**src/rtl/axi_light_pkg.sv**
```systemverilog
// Shared AXI-light definitions: response encodings, bus widths and the
// master bridge state type.
package axi_light_pkg;

  localparam int AXI_ADDR_WIDTH  = 32;
  localparam int AXI_DATA_WIDTH  = 32;
  localparam int AXI_WSTRB_WIDTH = AXI_DATA_WIDTH / 8;

  localparam logic [1:0] RESP_OKAY   = 2'b00;
  localparam logic [1:0] RESP_EXOKAY = 2'b01;
  localparam logic [1:0] RESP_SLVERR = 2'b10;
  localparam logic [1:0] RESP_DECERR = 2'b11;

  typedef enum logic [2:0] {
    ST_IDLE,
    ST_WR_ADDR_DATA,
    ST_WR_RESP,
    ST_RD_ADDR,
    ST_RD_DATA,
    ST_DONE
  } bridge_state_e;

endpackage

```
**src/rtl/if_axi_light.sv**
```systemverilog
// AXI-light bus bundle (five channels, no bursts) with master and slave views.
interface if_axi_light
  import axi_light_pkg::*;
#(
  parameter int ADDR_WIDTH = AXI_ADDR_WIDTH,
  parameter int DATA_WIDTH = AXI_DATA_WIDTH
);

  logic [ADDR_WIDTH-1:0]   awaddr;
  logic [2:0]              awprot;
  logic                    awvalid;
  logic                    awready;

  logic [DATA_WIDTH-1:0]   wdata;
  logic [DATA_WIDTH/8-1:0] wstrb;
  logic                    wvalid;
  logic                    wready;

  logic [1:0]              bresp;
  logic                    bvalid;
  logic                    bready;

  logic [ADDR_WIDTH-1:0]   araddr;
  logic [2:0]              arprot;
  logic                    arvalid;
  logic                    arready;

  logic [DATA_WIDTH-1:0]   rdata;
  logic [1:0]              rresp;
  logic                    rvalid;
  logic                    rready;

  modport master (
    output awaddr, awprot, awvalid, input awready,
    output wdata, wstrb, wvalid, input wready,
    input  bresp, bvalid, output bready,
    output araddr, arprot, arvalid, input arready,
    input  rdata, rresp, rvalid, output rready
  );

  modport slave (
    input  awaddr, awprot, awvalid, output awready,
    input  wdata, wstrb, wvalid, output wready,
    output bresp, bvalid, input bready,
    input  araddr, arprot, arvalid, output arready,
    output rdata, rresp, rvalid, input rready
  );

endinterface

```
**src/rtl/axi_light_master_bridge.sv**
```systemverilog
// Turns a hold-until-done memory request into one AXI-light read or write,
// one transaction outstanding at a time.
//
//   state           | meaning
//   ----------------+-----------------------------------------------------
//   ST_IDLE         | latch request inputs, launch write (priority) or read
//   ST_WR_ADDR_DATA | AW and W offered together, each retired independently
//   ST_WR_RESP      | BREADY high, waiting for the write response
//   ST_RD_ADDR      | ARVALID high, waiting for ARREADY
//   ST_RD_DATA      | RREADY high, waiting for read data
//   ST_DONE         | mem_done pulse; requests ignored this cycle
module axi_light_master_bridge
  import axi_light_pkg::*;
#(
  parameter int         ADDR_WIDTH = AXI_ADDR_WIDTH,
  parameter int         DATA_WIDTH = AXI_DATA_WIDTH,
  parameter logic [2:0] PROT       = 3'b000
) (
  input  logic                    clk,
  input  logic                    res_n,
  if_axi_light.master             m_axi,
  input  logic [ADDR_WIDTH-1:0]   mem_addr,
  input  logic [DATA_WIDTH-1:0]   mem_wdata,
  input  logic [DATA_WIDTH/8-1:0] mem_wstrb,
  input  logic                    mem_read,
  input  logic                    mem_write,
  output logic [DATA_WIDTH-1:0]   mem_rdata,
  output logic                    mem_done,
  output logic                    mem_err
);

  bridge_state_e           state;
  logic [ADDR_WIDTH-1:0]   addr_q;
  logic [DATA_WIDTH-1:0]   wdata_q;
  logic [DATA_WIDTH/8-1:0] wstrb_q;
  logic                    awvalid_q;
  logic                    wvalid_q;
  logic                    bready_q;
  logic                    arvalid_q;
  logic                    rready_q;
  logic                    aw_done;
  logic                    w_done;
  logic                    aw_hs;
  logic                    w_hs;

  assign aw_hs = awvalid_q & m_axi.awready;
  assign w_hs  = wvalid_q & m_axi.wready;

  assign m_axi.awaddr  = addr_q;
  assign m_axi.awprot  = PROT;
  assign m_axi.awvalid = awvalid_q;
  assign m_axi.wdata   = wdata_q;
  assign m_axi.wstrb   = wstrb_q;
  assign m_axi.wvalid  = wvalid_q;
  assign m_axi.bready  = bready_q;
  assign m_axi.araddr  = addr_q;
  assign m_axi.arprot  = PROT;
  assign m_axi.arvalid = arvalid_q;
  assign m_axi.rready  = rready_q;

  always_ff @(posedge clk or negedge res_n) begin
    if (!res_n) begin
      state     <= ST_IDLE;
      addr_q    <= '0;
      wdata_q   <= '0;
      wstrb_q   <= '0;
      awvalid_q <= 1'b0;
      wvalid_q  <= 1'b0;
      bready_q  <= 1'b0;
      arvalid_q <= 1'b0;
      rready_q  <= 1'b0;
      aw_done   <= 1'b0;
      w_done    <= 1'b0;
      mem_rdata <= '0;
      mem_done  <= 1'b0;
      mem_err   <= 1'b0;
    end else begin
      mem_done <= 1'b0;
      case (state)
        ST_IDLE: begin
          addr_q  <= mem_addr;
          wdata_q <= mem_wdata;
          wstrb_q <= mem_wstrb;
          if (mem_write) begin
            awvalid_q <= 1'b1;
            wvalid_q  <= 1'b1;
            aw_done   <= 1'b0;
            w_done    <= 1'b0;
            state     <= ST_WR_ADDR_DATA;
          end else if (mem_read) begin
            arvalid_q <= 1'b1;
            state     <= ST_RD_ADDR;
          end
        end
        ST_WR_ADDR_DATA: begin
          // AW and W retire independently; the flags remember which is gone
          if (aw_hs) begin
            awvalid_q <= 1'b0;
            aw_done   <= 1'b1;
          end
          if (w_hs) begin
            wvalid_q <= 1'b0;
            w_done   <= 1'b1;
          end
          if ((aw_done || aw_hs) && (w_done || w_hs)) begin
            bready_q <= 1'b1;
            state    <= ST_WR_RESP;
          end
        end
        ST_WR_RESP: begin
          if (m_axi.bvalid) begin
            bready_q <= 1'b0;
            mem_err  <= (m_axi.bresp != RESP_OKAY);
            mem_done <= 1'b1;
            state    <= ST_DONE;
          end
        end
        ST_RD_ADDR: begin
          if (m_axi.arready) begin
            arvalid_q <= 1'b0;
            rready_q  <= 1'b1;
            state     <= ST_RD_DATA;
          end
        end
        ST_RD_DATA: begin
          if (m_axi.rvalid) begin
            rready_q  <= 1'b0;
            mem_rdata <= m_axi.rdata;
            mem_err   <= (m_axi.rresp != RESP_OKAY);
            mem_done  <= 1'b1;
            state     <= ST_DONE;
          end
        end
        ST_DONE: state <= ST_IDLE;
        default: state <= ST_IDLE;
      endcase
    end
  end

endmodule
```
**src/flat_wrapper.sv**
```systemverilog
// flat-port wrapper written by rule: the top's interface ports become plain ports
module axi_light_master_bridge_flat import axi_light_pkg::*;
#(
  parameter int         ADDR_WIDTH = AXI_ADDR_WIDTH,
  parameter int         DATA_WIDTH = AXI_DATA_WIDTH,
  parameter logic [2:0] PROT       = 3'b000
)
  (clk, res_n, mem_addr, mem_wdata, mem_wstrb, mem_read, mem_write, mem_rdata, mem_done, mem_err, m_axi_awaddr, m_axi_awprot, m_axi_awvalid, m_axi_awready, m_axi_wdata, m_axi_wstrb, m_axi_wvalid, m_axi_wready, m_axi_bresp, m_axi_bvalid, m_axi_bready, m_axi_araddr, m_axi_arprot, m_axi_arvalid, m_axi_arready, m_axi_rdata, m_axi_rresp, m_axi_rvalid, m_axi_rready);
  if_axi_light #(.ADDR_WIDTH(ADDR_WIDTH), .DATA_WIDTH(DATA_WIDTH)) m_axi_i ();
  input  logic clk;
  input  logic res_n;
  input  logic [ADDR_WIDTH-1:0] mem_addr;
  input  logic [DATA_WIDTH-1:0] mem_wdata;
  input  logic [DATA_WIDTH/8-1:0] mem_wstrb;
  input  logic mem_read;
  input  logic mem_write;
  output logic [DATA_WIDTH-1:0] mem_rdata;
  output logic mem_done;
  output logic mem_err;
  output wire logic [$bits(m_axi_i.awaddr)-1:0] m_axi_awaddr;
  output wire logic [$bits(m_axi_i.awprot)-1:0] m_axi_awprot;
  output wire logic [$bits(m_axi_i.awvalid)-1:0] m_axi_awvalid;
  input wire logic [$bits(m_axi_i.awready)-1:0] m_axi_awready;
  output wire logic [$bits(m_axi_i.wdata)-1:0] m_axi_wdata;
  output wire logic [$bits(m_axi_i.wstrb)-1:0] m_axi_wstrb;
  output wire logic [$bits(m_axi_i.wvalid)-1:0] m_axi_wvalid;
  input wire logic [$bits(m_axi_i.wready)-1:0] m_axi_wready;
  input wire logic [$bits(m_axi_i.bresp)-1:0] m_axi_bresp;
  input wire logic [$bits(m_axi_i.bvalid)-1:0] m_axi_bvalid;
  output wire logic [$bits(m_axi_i.bready)-1:0] m_axi_bready;
  output wire logic [$bits(m_axi_i.araddr)-1:0] m_axi_araddr;
  output wire logic [$bits(m_axi_i.arprot)-1:0] m_axi_arprot;
  output wire logic [$bits(m_axi_i.arvalid)-1:0] m_axi_arvalid;
  input wire logic [$bits(m_axi_i.arready)-1:0] m_axi_arready;
  input wire logic [$bits(m_axi_i.rdata)-1:0] m_axi_rdata;
  input wire logic [$bits(m_axi_i.rresp)-1:0] m_axi_rresp;
  input wire logic [$bits(m_axi_i.rvalid)-1:0] m_axi_rvalid;
  output wire logic [$bits(m_axi_i.rready)-1:0] m_axi_rready;
  assign m_axi_awaddr = m_axi_i.awaddr;
  assign m_axi_awprot = m_axi_i.awprot;
  assign m_axi_awvalid = m_axi_i.awvalid;
  assign m_axi_i.awready = m_axi_awready;
  assign m_axi_wdata = m_axi_i.wdata;
  assign m_axi_wstrb = m_axi_i.wstrb;
  assign m_axi_wvalid = m_axi_i.wvalid;
  assign m_axi_i.wready = m_axi_wready;
  assign m_axi_i.bresp = m_axi_bresp;
  assign m_axi_i.bvalid = m_axi_bvalid;
  assign m_axi_bready = m_axi_i.bready;
  assign m_axi_araddr = m_axi_i.araddr;
  assign m_axi_arprot = m_axi_i.arprot;
  assign m_axi_arvalid = m_axi_i.arvalid;
  assign m_axi_i.arready = m_axi_arready;
  assign m_axi_i.rdata = m_axi_rdata;
  assign m_axi_i.rresp = m_axi_rresp;
  assign m_axi_i.rvalid = m_axi_rvalid;
  assign m_axi_rready = m_axi_i.rready;
  axi_light_master_bridge #(.ADDR_WIDTH(ADDR_WIDTH), .DATA_WIDTH(DATA_WIDTH), .PROT(PROT)) u_core (.clk(clk), .res_n(res_n), .m_axi(m_axi_i), .mem_addr(mem_addr), .mem_wdata(mem_wdata), .mem_wstrb(mem_wstrb), .mem_read(mem_read), .mem_write(mem_write), .mem_rdata(mem_rdata), .mem_done(mem_done), .mem_err(mem_err));
endmodule
```
**config.mk**
```make
export PLATFORM = sky130hd
export DESIGN_NAME = axi_light_master_bridge_flat
export DESIGN_NICKNAME = d
export VERILOG_FILES = /design/src/rtl/axi_light_pkg.sv /design/src/rtl/if_axi_light.sv /design/src/rtl/axi_light_master_bridge.sv /design/src/flat_wrapper.sv
export SDC_FILE = /design/constraint.sdc
export NUM_CORES = 1
export LEC_CHECK = 0
export BUFFER_PORTS_ARGS = -buffer_cell sky130_fd_sc_hd__buf_4
export CORE_ASPECT_RATIO = 1.5
export CORE_MARGIN = 2
export CORE_UTILIZATION = 40
export CTS_CLUSTER_SIZE = 24
export DETAILED_ROUTE_END_ITERATION = 8
export PLACE_DENSITY = 0.73
export SKIP_CTS_REPAIR_TIMING = 1
export SKIP_LAST_GASP = 1
export SYNTH_ARGS = -nofsm -noshare
export SYNTH_HDL_FRONTEND = slang
export SYNTH_SLANG_ARGS = --single-unit
```
**constraint.sdc**
```tcl
create_clock -name clk -period 1.7 [get_ports clk]
set_input_delay 0.255 -clock clk [delete_from_list [all_inputs] [get_ports clk]]
set_output_delay 0.255 -clock clk [all_outputs]
set_load 0.02 [all_outputs]
```
# After elaboration in Yosys (flattened, before gate mapping)
# Index checks and enable logic that the tools add are counted.
[word_totals] reg_bits=112 in_bits=113 output_inout_bits=145 wordCells=82
[classes] n_eq_ne=14 n_mux=33 n_bitwise=2 n_reduce_logical=19
[ops] op="2-to-1 mux 3 bit" count=6
[ops] op="case mux 1 bit (2 select lines)" count=9
[ops] op="2-to-1 mux 1 bit" count=17
[ops] op="case mux 3 bit (5 select lines)" count=1
[ops] op="AND reduction 3 bit" count=5
[ops] op="nonzero test 2 bit" count=7
[ops] op="!= test 2 bit (second input constant)" count=6
[ops] op="== test 3 x 2 -> 1 bit (second input constant)" count=2
[ops] op="!= test 2 x 1 -> 1 bit (second input constant)" count=3
[ops] op="AND reduction 5 bit" count=1
[ops] op="AND reduction 4 bit" count=1
[ops] op="== test 3 x 1 -> 1 bit (second input constant)" count=1
[ops] op="== test 3 bit (second input constant)" count=1
[ops] op="logical NOT 3 bit" count=1
[ops] op="!= test 3 bit (second input constant)" count=1
[ops] op="AND 1 bit" count=2
[ops] op="logical OR 1 bit" count=2
[ops] op="AND reduction 2 bit" count=1
[ops] op="logical AND 1 bit" count=1

# Longest topological paths before layout
[logic_depth] word_depth=5 depth_mapped=6

# Worst setup path before layout
# OpenSTA, ideal clock, no wires.
[synth_timing] kind="register -> register" from="register u_core.state[0]" to="register u_core.mem_rdata[11]" setup_time_ps=125 t_arrival_ps=1378 slack_ps=197 stages_incl_launch_ff=7 path_buffers=3 synth_period_minus_slack_ps=1503 cell_sequence="dfrtp_1 buf_6 nor2_4 and3_4 buf_6 buf_6 mux2_2"
[synth_between] elab_chain_cells=2
[synth_lines] item="start: declaration" line_no="axi_light_master_bridge.sv:32" text="bridge_state_e state;"
[synth_lines] item="start signal: assignment" line_no="axi_light_master_bridge.sv:63" text="state <= ST_IDLE;"
[synth_lines] item="start signal: assignment" line_no="axi_light_master_bridge.sv:89" text="state <= ST_WR_ADDR_DATA;"
[synth_lines] item="start signal: assignment" line_no="axi_light_master_bridge.sv:92" text="state <= ST_RD_ADDR;"
[synth_lines] item="== test 3 bit" line_no="axi_light_master_bridge.sv:79" text="case (state)"
[synth_lines] item="AND reduction 2 bit (no source line)"
[synth_lines] item="end signal: assignment" line_no="axi_light_master_bridge.sv:128" text="mem_rdata <= m_axi.rdata;"
[synth_lines] item="end: declaration" line_no="axi_light_master_bridge.sv:27" text="output logic [DATA_WIDTH-1:0] mem_rdata,"
# No other way between the ends.
# A chain may end at the register's enable or synchronous reset.

# Final worst setup path
[layout_timing] from="register u_core.state[0]" to="register u_core.state[1]"
[layout_between] elab_chain_cells=3
[layout_lines] item="== test 3 x 1 -> 1 bit (tied with other cells)" line_no="axi_light_master_bridge.sv:79"
[layout_lines] item="!= test 2 x 1 -> 1 bit (no source line) (tied with other cells)"
[layout_lines] item="AND reduction 5 bit (no source line)"
# Several ways; a longest one is shown, not always the timed one.

==> impl_metrics.csv <==
group,metric,value,unit
logic_synthesis,post_synth_instance_area,4793,sq um
sta,final.setup_skew,0.007772,ns
grt,vias_in_the_first_global_route,3542,
route,drt.antenna.violating_nets,0,
logic_synthesis,synth_cells,324,
power_and_ir_drop,peakVddDrop,0.9138,mV
logic_synthesis,netlist-cell-type-count,32,
logic_synthesis,synth.ff_latch_count,112,
floorplan,ioPinCount,258,
clock_tree,worst_setup_hold_path_clk_slew,0.08,ns
setup_path,critPathRequiredTime,1.93,ns
setup_path,crit_slowest_cell,"dfrtp_1",
sta,final-hold-violation-count,0,
power_and_ir_drop,power_density,2202,nW/um^2
sta,final_min_period_over_clock_period,95.39,%
final_layout,finish.cell_count_without_fillers,706,
clock_tree,htree_levels,3,
floorplan,die_h,138.1,microns
floorplan,rows,49,
sta,fin_crit,1.622,ns
sta,rsz0062_at_grt,"no",
clock_tree,cts.path.max_buffers,2,
run_status,outcome,"finished, final reports clean",
setup_path,reg2reg_setup_slack,0.08,ns
placed_design,globalplace.congestion,0.8645,
clock_tree,tritoncts,"done",
final_layout,finish.net_count,662,
setup_path,crit_chain,"buf_4, nor4_2, a31oi_1, o22a_1, a32o_1",
final_layout,final.fill_count,946,
setup_path,start_kind,"flip-flop",
clock_tree,clock_root_buffer,"clkbuf_16",
grt,initial_antenna_violation_count,0,
setup_path,critPathKind,"reg2reg",
floorplan,fp.dieArea,12890,sq um
sta,fin_ws,0.07836,ns
placed_design,pre_cts_slack,0.04807,ns
final_layout,areaGrowthSynthToFinish,45.18,%
placed_design,port-buffer-count,251,
logic_synthesis,ys_warn_count,0,
logic_synthesis,syn_avg_cell_area,14.79,sq um
grt,grt_first_pass_wirelength,17.88,mm
power_and_ir_drop,finalPower,15.33,mW
setup_path,cp_slowest_stage_delay,0.45,ns
sta,setup_viol,0,
final_layout,layout-drive-gt1-share,65.82,%
sta,slew_violations,0,
grt,global_route.overflow_total,0,
final_layout,insertedDiodeCount,0,
floorplan,die_x,93.38,microns
setup_path,critical_path_buf_inv_count,1,
final_layout,final_cell_mix,"257 x buf_4, 112 x dfrtp_1, 53 x mux2_2",
route,drt_iter0_drc,121,
route,drt-vias-per-instance,4.729,
run,maxCapViolations,0,
route,wl_per_cell,16.07,microns
power_and_ir_drop,power.static_leakage,3.392,nW
final_layout,layout.cells.most_common,"buf_4",
floorplan,placeableCoreArea,11830,sq um
setup_path,worstPathArrival,1.85,ns
setup_path,critPathTopFamily,"compound AO/OA/AOI/OAI gates",
floorplan,initial_core_util,40.51,%
route,drt_pre_antenna_iters,4,
route,route.final.wire_length,11.35,mm
grt,grt_max_degree,54,
logic_synthesis,postSynth.topFlopCell,"dfrtp_1",
clock_tree,cts_made_buffers,9,
clock_tree,clock_sink_count,112,
clock_tree,clock_latency_late_sink,0.34,ns
setup_path,worst-path-max-fanout,16,
route,route.vias.total,3339,
sta,max_frequency,616.7,MHz
grt,groute.usage.overall,17.73,%
route,final_routed_drc_violation_total,0,
placed_design,numPlacedInstances,690,
logic_synthesis,yosysSeqAreaShare,58.47,%
hold_path,min_path_type,"in2reg",
placed_design,post-dp-hpwl,8.676,mm
logic_synthesis,synth_edf_count,0,
setup_path,cp-end-kind,"flip-flop",
logic_synthesis,asyncSetResetFlopFracSynth,100.0,%
sta,setup-tns-final,0,ns
## routing by layer
metal / vias up / wire, microns / global-route usage, %
met1: 1605 / 3885 / 18.98
met3: 33 / 859 / 3.924
li1: 1526 / - / -
met4: 0 / 447 / 8.669
met5: - / 0 / 0
met2: 175 / 6155 / 32.15
## worst reg2reg max path: cells and delay by family, from the launching register on
kind	cells	cell delay, ns
compound gates	3	0.55
flops	1	0.45
simple gates	1	0.29
buf+inv	1	0.22
## logic make-up (layout without fill, tap and decap cells)
family | after synthesis | count (layout) | synth area share (%)
AO/OA/AOI/OAI | 28 | 28 | 3.602
buffers and inverters | 57 | 281 | 8.901
flip-flops | 112 | 112 | 58.47
multiplexers | 102 | 102 | 26.13
other | 1 | 6 | 0.07823
AND/OR/NAND/NOR | 24 | 24 | 2.819
## sequential cells by signal, summed over array words and instances (netlist names)
register,cells
u_core.w_done,1
u_core.mem_rdata,32
u_core.m_axi.araddr,32
u_core.mem_err,1
u_core.state,3
u_core.m_axi.rready,1
u_core.m_axi.wstrb,4
u_core.m_axi.awvalid,1
u_core.m_axi.bready,1
u_core.mem_done,1
u_core.m_axi.wvalid,1
u_core.m_axi.arvalid,1
u_core.m_axi.wdata,32
u_core.aw_done,1
## synthesized netlist by cell type (all sizes together) (3+ instances only)
master | count | area share, %
mux2 | 101 | 26
nand2 | 9 | 0.70
inv | 3 | 0.23
o21ai | 3 | 0.31
nor2 | 8 | 0.78
buf | 54 | 8.7
a21oi | 13 | 1.4
a31oi | 5 | 0.65
dfrtp | 112 | 58
## per-stage QoR
step                      cell area (sq um)  hold WS, ns  util (%)
after global placement                 6618       0.1870     55.93
after CTS                              6943      -0.1751     58.68
after floorplan                        4812     -0.04059         -
final                                  6959       0.1304     58.81
after detailed placement               6618       0.1975     55.93
after global routing                   6959       0.1162     58.81
## final timing paths
kind	depth (start not counted)	to	from
max	5	u_core.state[1]$_DFFE_PN0P_	u_core.state[0]$_DFFE_PN0P_
min	2	u_core.m_axi.wdata[3]$_DFFE_PN0N_	mem_wdata[3]
max reg2reg	5	u_core.state[1]$_DFFE_PN0P_	u_core.state[0]$_DFFE_PN0P_
min reg2reg	1	u_core.m_axi.wdata[4]$_DFFE_PN0N_	u_core.m_axi.wdata[4]$_DFFE_PN0N_
max in group asynchronous	3	u_core.m_axi.araddr[16]$_DFFE_PN0N_	res_n
min in group asynchronous	2	u_core.m_axi.wdata[1]$_DFFE_PN0N_	res_n
## cell type report
type / count / area [sq um] / share of cell area (%)
multi-input combinational: 160 / 1589 / 22.83
inverter: 3 / 11.26 / 0.1618
timing repair buffer: 263 / 2039 / 29.31
sequential: 112 / 2803 / 40.27
clock inverter: 5 / 86.33 / 1.241
clock buffer: 10 / 239.0 / 3.434
tap: 153 / 191.4 / 2.751
## where the power goes
part	switching (mW)	total [mW]	internal [mW]
clock	0.947	2.29	1.34
sequential	0.885	4.90	4.02
combinational	4.06	8.13	4.08
total	5.89	15.3	9.44
No activity file was read; power rests on OpenSTA's default activity.
